===== src/rtl/vram_access_arbiter.sv =====
// Arbitrates one single-port synchronous video RAM between the display fetch path
// (priority) and the CPU register path, with a starvation-forced CPU slot.
module vram_access_arbiter #(
    parameter int ADDR_W       = 12,
    parameter int DATA_W       = 8,
    parameter int STARVE_LIMIT = 8,
    parameter int CNT_W        = $clog2(STARVE_LIMIT + 1)
) (
    input  logic              clk_i,
    input  logic              rst_i,
    input  logic              disp_req_i,
    input  logic              disp_urgent_i,
    input  logic [ADDR_W-1:0] disp_addr_i,
    output logic              disp_gnt_o,
    output logic              disp_rvalid_o,
    output logic [DATA_W-1:0] disp_rdata_o,
    input  logic              cpu_req_i,
    input  logic              cpu_we_i,
    input  logic [ADDR_W-1:0] cpu_addr_i,
    input  logic [DATA_W-1:0] cpu_wdata_i,
    output logic              cpu_gnt_o,
    output logic              cpu_rvalid_o,
    output logic [DATA_W-1:0] cpu_rdata_o,
    output logic              mem_en_o,
    output logic              mem_we_o,
    output logic [ADDR_W-1:0] mem_addr_o,
    output logic [DATA_W-1:0] mem_wdata_o,
    input  logic [DATA_W-1:0] mem_rdata_i,
    output logic              starved_o
);

    localparam logic [CNT_W-1:0] LIMIT = CNT_W'(STARVE_LIMIT);

    logic [CNT_W-1:0]  starve_cnt_q, starve_cnt_d;
    logic              force_slot;
    logic              rd_gnt;
    logic              mem_en_q, mem_we_q;
    logic [ADDR_W-1:0] mem_addr_q;
    logic [DATA_W-1:0] mem_wdata_q;
    logic [1:0]        tag_vld_q, tag_cpu_q;
    logic [DATA_W-1:0] disp_hold_q, cpu_hold_q;
    logic              starved_q;

    assign force_slot = cpu_req_i & ~disp_urgent_i & (starve_cnt_q == LIMIT);
    assign cpu_gnt_o  = cpu_req_i & (~disp_req_i | force_slot);
    assign disp_gnt_o = disp_req_i & ~force_slot;
    assign rd_gnt     = disp_gnt_o | (cpu_gnt_o & ~cpu_we_i);

    // Saturating at the limit also covers the urgent window: it parks there until urgent drops.
    always_comb begin
        starve_cnt_d = starve_cnt_q;
        if (!cpu_req_i || cpu_gnt_o)
            starve_cnt_d = '0;
        else if (starve_cnt_q != LIMIT)
            starve_cnt_d = starve_cnt_q + CNT_W'(1);
    end

    always_ff @(posedge clk_i) begin
        if (rst_i) begin
            starve_cnt_q <= '0;
            mem_en_q     <= 1'b0;
            mem_we_q     <= 1'b0;
            mem_addr_q   <= '0;
            mem_wdata_q  <= '0;
            tag_vld_q    <= '0;
            tag_cpu_q    <= '0;
            disp_hold_q  <= '0;
            cpu_hold_q   <= '0;
            starved_q    <= 1'b0;
        end else begin
            starve_cnt_q <= starve_cnt_d;
            mem_en_q     <= disp_gnt_o | cpu_gnt_o;
            if (cpu_gnt_o) begin
                mem_we_q    <= cpu_we_i;
                mem_addr_q  <= cpu_addr_i;
                mem_wdata_q <= cpu_wdata_i;
            end else if (disp_gnt_o) begin
                mem_we_q    <= 1'b0;
                mem_addr_q  <= disp_addr_i;
                mem_wdata_q <= '0;
            end
            // Stage 0 lines up with the RAM command, stage 1 with the RAM read data.
            tag_vld_q <= {tag_vld_q[0], rd_gnt};
            tag_cpu_q <= {tag_cpu_q[0], cpu_gnt_o};
            if (disp_rvalid_o) disp_hold_q <= mem_rdata_i;
            if (cpu_rvalid_o)  cpu_hold_q  <= mem_rdata_i;
            starved_q <= starved_q | force_slot;
        end
    end

    assign mem_en_o    = mem_en_q;
    assign mem_we_o    = mem_we_q;
    assign mem_addr_o  = mem_addr_q;
    assign mem_wdata_o = mem_wdata_q;
    assign starved_o   = starved_q;

    assign disp_rvalid_o = tag_vld_q[1] & ~tag_cpu_q[1];
    assign cpu_rvalid_o  = tag_vld_q[1] & tag_cpu_q[1];

    // Read data is presented in the rvalid cycle and then held from the capture register.
    assign disp_rdata_o = disp_rvalid_o ? mem_rdata_i : disp_hold_q;
    assign cpu_rdata_o  = cpu_rvalid_o  ? mem_rdata_i : cpu_hold_q;

endmodule


===== config.mk =====
export PLATFORM = sky130hd
export DESIGN_NAME = vram_access_arbiter
export DESIGN_NICKNAME = d
export VERILOG_FILES = /design/src/rtl/vram_access_arbiter.sv
export SDC_FILE = /design/constraint.sdc
export NUM_CORES = 1
export LEC_CHECK = 0
export ABC_AREA = 1
export ABC_CLOCK_PERIOD_IN_PS = 2050
export BUFFER_PORTS_ARGS = -buffer_cell sky130_fd_sc_hd__buf_2
export CAP_MARGIN = 20
export CORE_MARGIN = 2
export CORE_UTILIZATION = 35
export DETAILED_ROUTE_END_ITERATION = 6
export PLACE_DENSITY = 0.63
export REMOVE_ABC_BUFFERS = 1
export SLEW_MARGIN = 20
export SYNTH_ARGS = -nofsm -noshare
export SYNTH_HDL_FRONTEND = slang
export SYNTH_SLANG_ARGS = --single-unit

===== constraint.sdc =====
create_clock -name clk_i -period 2.05 [get_ports clk_i]
set_input_delay 0.205 -clock clk_i [delete_from_list [all_inputs] [get_ports clk_i]]
set_output_delay 0.205 -clock clk_i [all_outputs]
set_load 0.01 [all_outputs]

==> results_dict.tcl, run 1 <==
set metrics [dict create \
    clk_path_buf_depth 2 \
    n_antenna_cell 0 \
    max-cap-violations 0 \
    avgSynthCellArea_um2 7.251 \
    antenna_found_initial 0 \
    cts_buffers 5 \
    crit_type "flip-flop to primary output" \
    slew_viol_final 0 \
    fmax_ghz 0.5304 \
    synth_area_um2 1914 \
    dp_slack_ns -0.02797 \
    nets 403 \
    multiInputGateArea_um2 839.6 \
    grt_start_max_net_pins 25 \
    synth_cell_type_count 17 \
    drive_above_1_share 0.3455 \
    path_cells "inv_1 -> ha_1 -> nand2_1 -> nor2_4 -> nand2_1 -> nand2_4 -> nand2_4 -> inv_1 -> buf_2" \
    ys.warnings.count 0 \
    r2r-start "starve_cnt_q[0]" \
    pwr_density_cell_nw_per_um2 688.3 \
    die_width_um 77.96 \
    cp_top_family "simple AND/OR/NAND/NOR gates" \
    hold_path.startpoint "cpu_wdata_i[0]" \
    cp_max_fo 14 \
    area_growth_pct 32.29 \
    netlist_instances 264 \
    clk_latency_ns 0.30 \
    slowest_stage "dfxtp_1" \
    max_stage_delay_ns 0.38 \
    root_buffer "clkbuf_8" \
    grt_usage 0.1591 \
    crit_path_start "starve_cnt_q[0]" \
    ir_worst_vdd_uv 285.5 \
    path_clk_slew_ns 0.08 \
    place_congestion 0.8064 \
    drtPass1Iterations 4 \
    rsz0062_at_grt "false" \
    worstHoldPathType "input port to flip-flop" \
    routed_wl_um 4380 \
    ys_ff_latch 47 \
    vias_per_cell 4.312 \
    yosysSeqAreaShare 0.4915 \
    vias 1837 \
    place_hpwl_um 3243 \
    crit_buf_inv 3 \
    first_iter_violations 64 \
    grt_pass1_wl_um 7803 \
    relSlewSlack 0.5988 \
    clkSinkCount 47 \
    cts_tree "done" \
    critPathCaptureType "primary output" \
    status "completed" \
    worst-endpoint-required_ns 1.85 \
    grt_pass1_vias 1757 \
    ctsHtreeMaxLevel 2 \
    wire_per_inst_um 10.28 \
    hold_viol 0 \
    start_util 0.3678 \
    fin_util 0.4865 \
    p_leak_nw 1.485 \
    io_buffers 88 \
    die_height_um 77.96 \
    ant_nets 0 \
    fin_cells 426 \
    seqCellArea_um2 940.9 \
    post-route-min-period_ns 1.885 \
    placeableCoreArea_um2 5205 \
    dp_cells 418 \
    fin_skew_ns 0.005469 \
    drc 0 \
    io-pin-count 89 \
    hold_buffers 0 \
    worst_pin_slew_ns 0.6017 \
    cp-start-kind "flip-flop" \
    setup_violations 0 \
    fill_cells 569 \
    crit_arrival_ns 1.68 \
    die_area_um2 6077 \
    rows 26 \
    period_share 0.9197 \
    globalRouteOverflowTotal 0 \
    fin_ws_ns 0.1646 \
    cts_setup_buffers 0 \
]
[layer usage]
metal	share of wire	wire length, um	GRT usage
met5	0	0	0
met4	0.017	75	0.06842
met3	0.083	365	0.04651
met2	0.42	1850	0.2474
met1	0.48	2088	0.2049
[registers in the layout (all words and copies together), names as in the netlist]
signal	cells
disp_hold_q	8
cpu_hold_q	8
tag_cpu_q	2
starve_cnt_q	4
tag_vld_q	2
mem_wdata_o	8
mem_we_o	1
mem_en_o	1
mem_addr_o	12
starved_o	1
[power breakdown]
group,internal (mW),switching (mW)
registers,0.953,0.0158
logic,0.109,0.142
clock network,0.239,0.285
total,1.30,0.442
[repair_timing]
action | CTS | global route
setup endpoints to repair | 13 | 2
hold endpoints to repair | 0 | 0
gates resized for setup | 2 | 3
[logic make-up (layout without fill, tap and decap cells)]
family | after synthesis | count (layout) | synth area share
fa+ha+maj | 2 | 2 | 0.01307
buf+inv | 38 | 130 | 0.07973
flops | 47 | 47 | 0.4915
simple gates | 145 | 145 | 0.3301
compound gates | 31 | 31 | 0.08104
xor+xnor | 1 | 1 | 0.004576
[synth_stat cells, drive strengths merged]
master	n	area, um^2
o21ai	26	130.1
buf	4	25.02
nand2	88	342.8
dfxtp	47	940.9
a21oi	5	25.02
nor2	25	108.9
xor2	1	8.760
or2	16	100.1
clkbuf	4	15.01
nand3	16	80.08
inv	30	112.6
ha	2	25.02
[worst reg2reg max path, cell delays in order (launching register included)]
cell and delay, ns:
dfxtp_1 0.38, inv_1 0.07, ha_1 0.19, nand2_1 0.11, nor2_4 0.05, nand2_1 0.12, nand2_4 0.11, a21oi_2 0.52
nand2_1 0.14, nand2_1 0.08
[metrics by stage]
step           power (mW)  cell area, um^2  hold slack (ns)  TNS (ns)
5_1_grt             1.847             2532           0.1131         0
4_1_cts             1.775             2520          0.09742         0
3_5_place_dp        1.239             2432           0.3928  -0.03516
3_3_place_gp        1.239             2432           0.3931         0
6_report            1.743             2532           0.1082         0
2_1_floorplan       1.111             1874           0.2741         0
[final cells by class]
class / instances / area share
clock inverters: 1 / 0.001976
well taps: 70 / 0.03458
inverters: 30 / 0.04447
clock buffers: 7 / 0.03014
multi-input cells: 179 / 0.3315
repair buffers: 92 / 0.1858
flip-flops and latches: 47 / 0.3715
[placed cells by master (no fill, tap or decap)]
cell | netlist | final
buf_2 | 2 | 88
nand2_1 | 85 | 84
dfxtp_1 | 47 | 47
inv_1 | 29 | 29
o21ai_0 | 26 | 26
nor2_1 | 23 | 22
or2_2 | 16 | 16
nand3_1 | 16 | 16
clkbuf_8 | 0 | 5
a21oi_1 | 5 | 4
buf_4 | 2 | 4
nor2_4 | 2 | 3
nand2_4 | 1 | 2
nand2_2 | 2 | 2
ha_1 | 2 | 2
clkbuf_1 | 4 | 2
inv_2 | 1 | 1
a21oi_2 | 0 | 1
xor2_1 | 1 | 1
clkinv_2 | 0 | 1
[final timing paths]
check	to	slack, ns	depth (start not counted)
hold reg to reg	tag_cpu_q[1]	0.40	2
setup reg to reg	mem_addr_o[11]	0.24	9
hold / removal	mem_wdata_o[0]	0.11	3
setup / recovery	cpu_gnt_o	0.16	9
(Power assumes the default switching activity.)
==> run 2, diff against run 1 <==
Settings changed: CELL_PAD_IN_SITES_DETAIL_PLACEMENT set to 1, CELL_PAD_IN_SITES_GLOBAL_PLACEMENT set to 2, CORE_UTILIZATION 35 to 24, GPL_ROUTABILITY_DRIVEN set to 0, PLACE_DENSITY 0.63 to 0.79.
==> results_dict.tcl, run 2 (synthesis results as in run 1) <==
set metrics [dict create \
    die_height_um 93.31 \
    clkSinkCount 47 \
    fmax_ghz 0.5400 \
    fin_skew_ns 0.007656 \
    dp_slack_ns -0.02354 \
    antenna_found_initial 0 \
    cts_tree "done" \
    pwr_density_cell_nw_per_um2 731.3 \
    setup_violations 0 \
    cts_buffers 5 \
    first_iter_violations 31 \
    crit_type "flip-flop to primary output" \
    final_cell_mix "buf_2 (88), nand2_1 (84), dfxtp_1 (47)" \
    placed_cell_area_um2 2495 \
    critPathMostFrequentCell "inv_1" \
    largest_register_ffs 12 \
    grt_start_max_net_pins 25 \
    slew_viol_final 0 \
    relSlewSlack 0.5881 \
    multiInputGateArea_um2 843.3 \
    rsz0062_at_grt "false" \
    nets 406 \
    drive_above_1_share 0.3565 \
    ir_worst_vdd_uv 250.0 \
    hold_buffers 0 \
    drtPass1Iterations 4 \
    place_hpwl_um 4174 \
    worst_pin_slew_ns 0.6178 \
    cp-start-kind "flip-flop" \
    critPathCaptureType "primary output" \
    placeableCoreArea_um2 7727 \
    r2r_end "mem_addr_o[7]" \
    cp_max_fo 18 \
    io-pin-count 89 \
    post-route-min-period_ns 1.852 \
    worstHoldPathType "input port to flip-flop" \
    seqCellArea_um2 940.9 \
    grt_pass1_vias 1953 \
    vias 1932 \
    r2r-start "starve_cnt_q[1]" \
    path_clk_slew_ns 0.08 \
    max_stage_delay_ns 0.35 \
    ant_nets 0 \
    path_cells "inv_1 -> ha_1 -> nand2_1 -> nor2_2 -> nand2_2 -> nand2_4 -> buf_8 -> nand2_8 -> inv_1 -> buf_2" \
    grt_pass1_wl_um 9156 \
    r2r_cells 11 \
    start_util 0.2477 \
    die_area_um2 8707 \
    vias_per_cell 4.191 \
    crit_path_start "starve_cnt_q[1]" \
    drc 0 \
    routed_wl_um 5460 \
    io_buffers 88 \
    grt_usage 0.1330 \
    worst-endpoint-required_ns 1.85 \
    p_leak_nw 1.518 \
    clk_path_buf_depth 2 \
    postLayoutCellArea_um2 2643 \
    rows 32 \
    globalRouteOverflowTotal 0 \
    max-cap-violations 0 \
    ctsHtreeMaxLevel 2 \
    fin_ws_ns 0.1980 \
    die_width_um 93.31 \
    hold_viol 0 \
    period_share 0.9034 \
    holdWs_ns 0.1138 \
    slowest_stage "dfxtp_1" \
    fin_util 0.3420 \
    wire_per_inst_um 11.84 \
    total_power_mw 1.933 \
    clk_latency_ns 0.30 \
    rrSetupSlack_ns 0.33 \
    n_antenna_cell 0 \
    fill_cells 1008 \
    status "completed" \
    root_buffer "clkbuf_8" \
    mostFrequentLayoutCell "buf_2" \
    cp-endpoint "cpu_gnt_o" \
    area_growth_pct 38.04 \
    crit_arrival_ns 1.65 \
]
run 2: per-stage QoR:
stage,cells,setup TNS [ns]
after floorplan,256,0
after global placement,453,0
after detailed placement,453,-0.02354
after CTS,461,0
after global routing,461,0
final,461,0
run 2: layer usage:
metal | vias up | GRT usage | part of all wire
met5 | - | 0 | 0
met4 | 0 | 0.03676 | 0.011
met3 | 6 | 0.03868 | 0.072
met2 | 62 | 0.2224 | 0.46
met1 | 863 | 0.1665 | 0.46
li1 | 1001 | - | -
run 2: report_power, final:
part           total [mW]  internal, mW  leakage (nW)  switching [mW]
sequential          0.968         0.953         0.385          0.0158
combinational       0.263         0.112          1.07           0.150
clock               0.702         0.395        0.0612           0.307
run 2: final cells by class:
cell class	count	area share
multi-input cells	179	0.3191
inverters	30	0.04261
clock inverters	2	0.01326
repair buffers	95	0.1894
well taps	102	0.04830
clock buffers	6	0.03125
flip-flops and latches	47	0.3561
run 2: critical path, delay by kind of cell, from the launching register on:
family                   cells  cell delay, ns
AND/OR/NAND/NOR              5            0.46
buffers and inverters        4            0.42
flip-flops                   1            0.35
adder cells (fa/ha/maj)      1            0.13
run 2: worst min-delay path by stage:
| stage | depth (start not counted) | from | to | slack [ns] |
|---|---|---|---|---|
| 5_1_grt | 3 | cpu_wdata_i[5] | mem_wdata_o[5] | 0.11 |
| 3_3_place_gp | 2 | tag_cpu_q[0] | tag_cpu_q[1] | 0.39 |
| 3_5_place_dp | 2 | tag_cpu_q[0] | tag_cpu_q[1] | 0.40 |
| 4_1_cts | 3 | cpu_wdata_i[0] | mem_wdata_o[0] | 0.10 |
| 6_report | 3 | cpu_wdata_i[0] | mem_wdata_o[0] | 0.11 |
| 2_1_floorplan | 1 | rst_i | starved_o | 0.27 |
run 2: timing repair:
action | CTS | global route
resized for setup | 3 | 4
hold endpoints to repair | 0 | 0
endpoints found under the setup margin | 4 | 2
setup buffers | 0 | 0
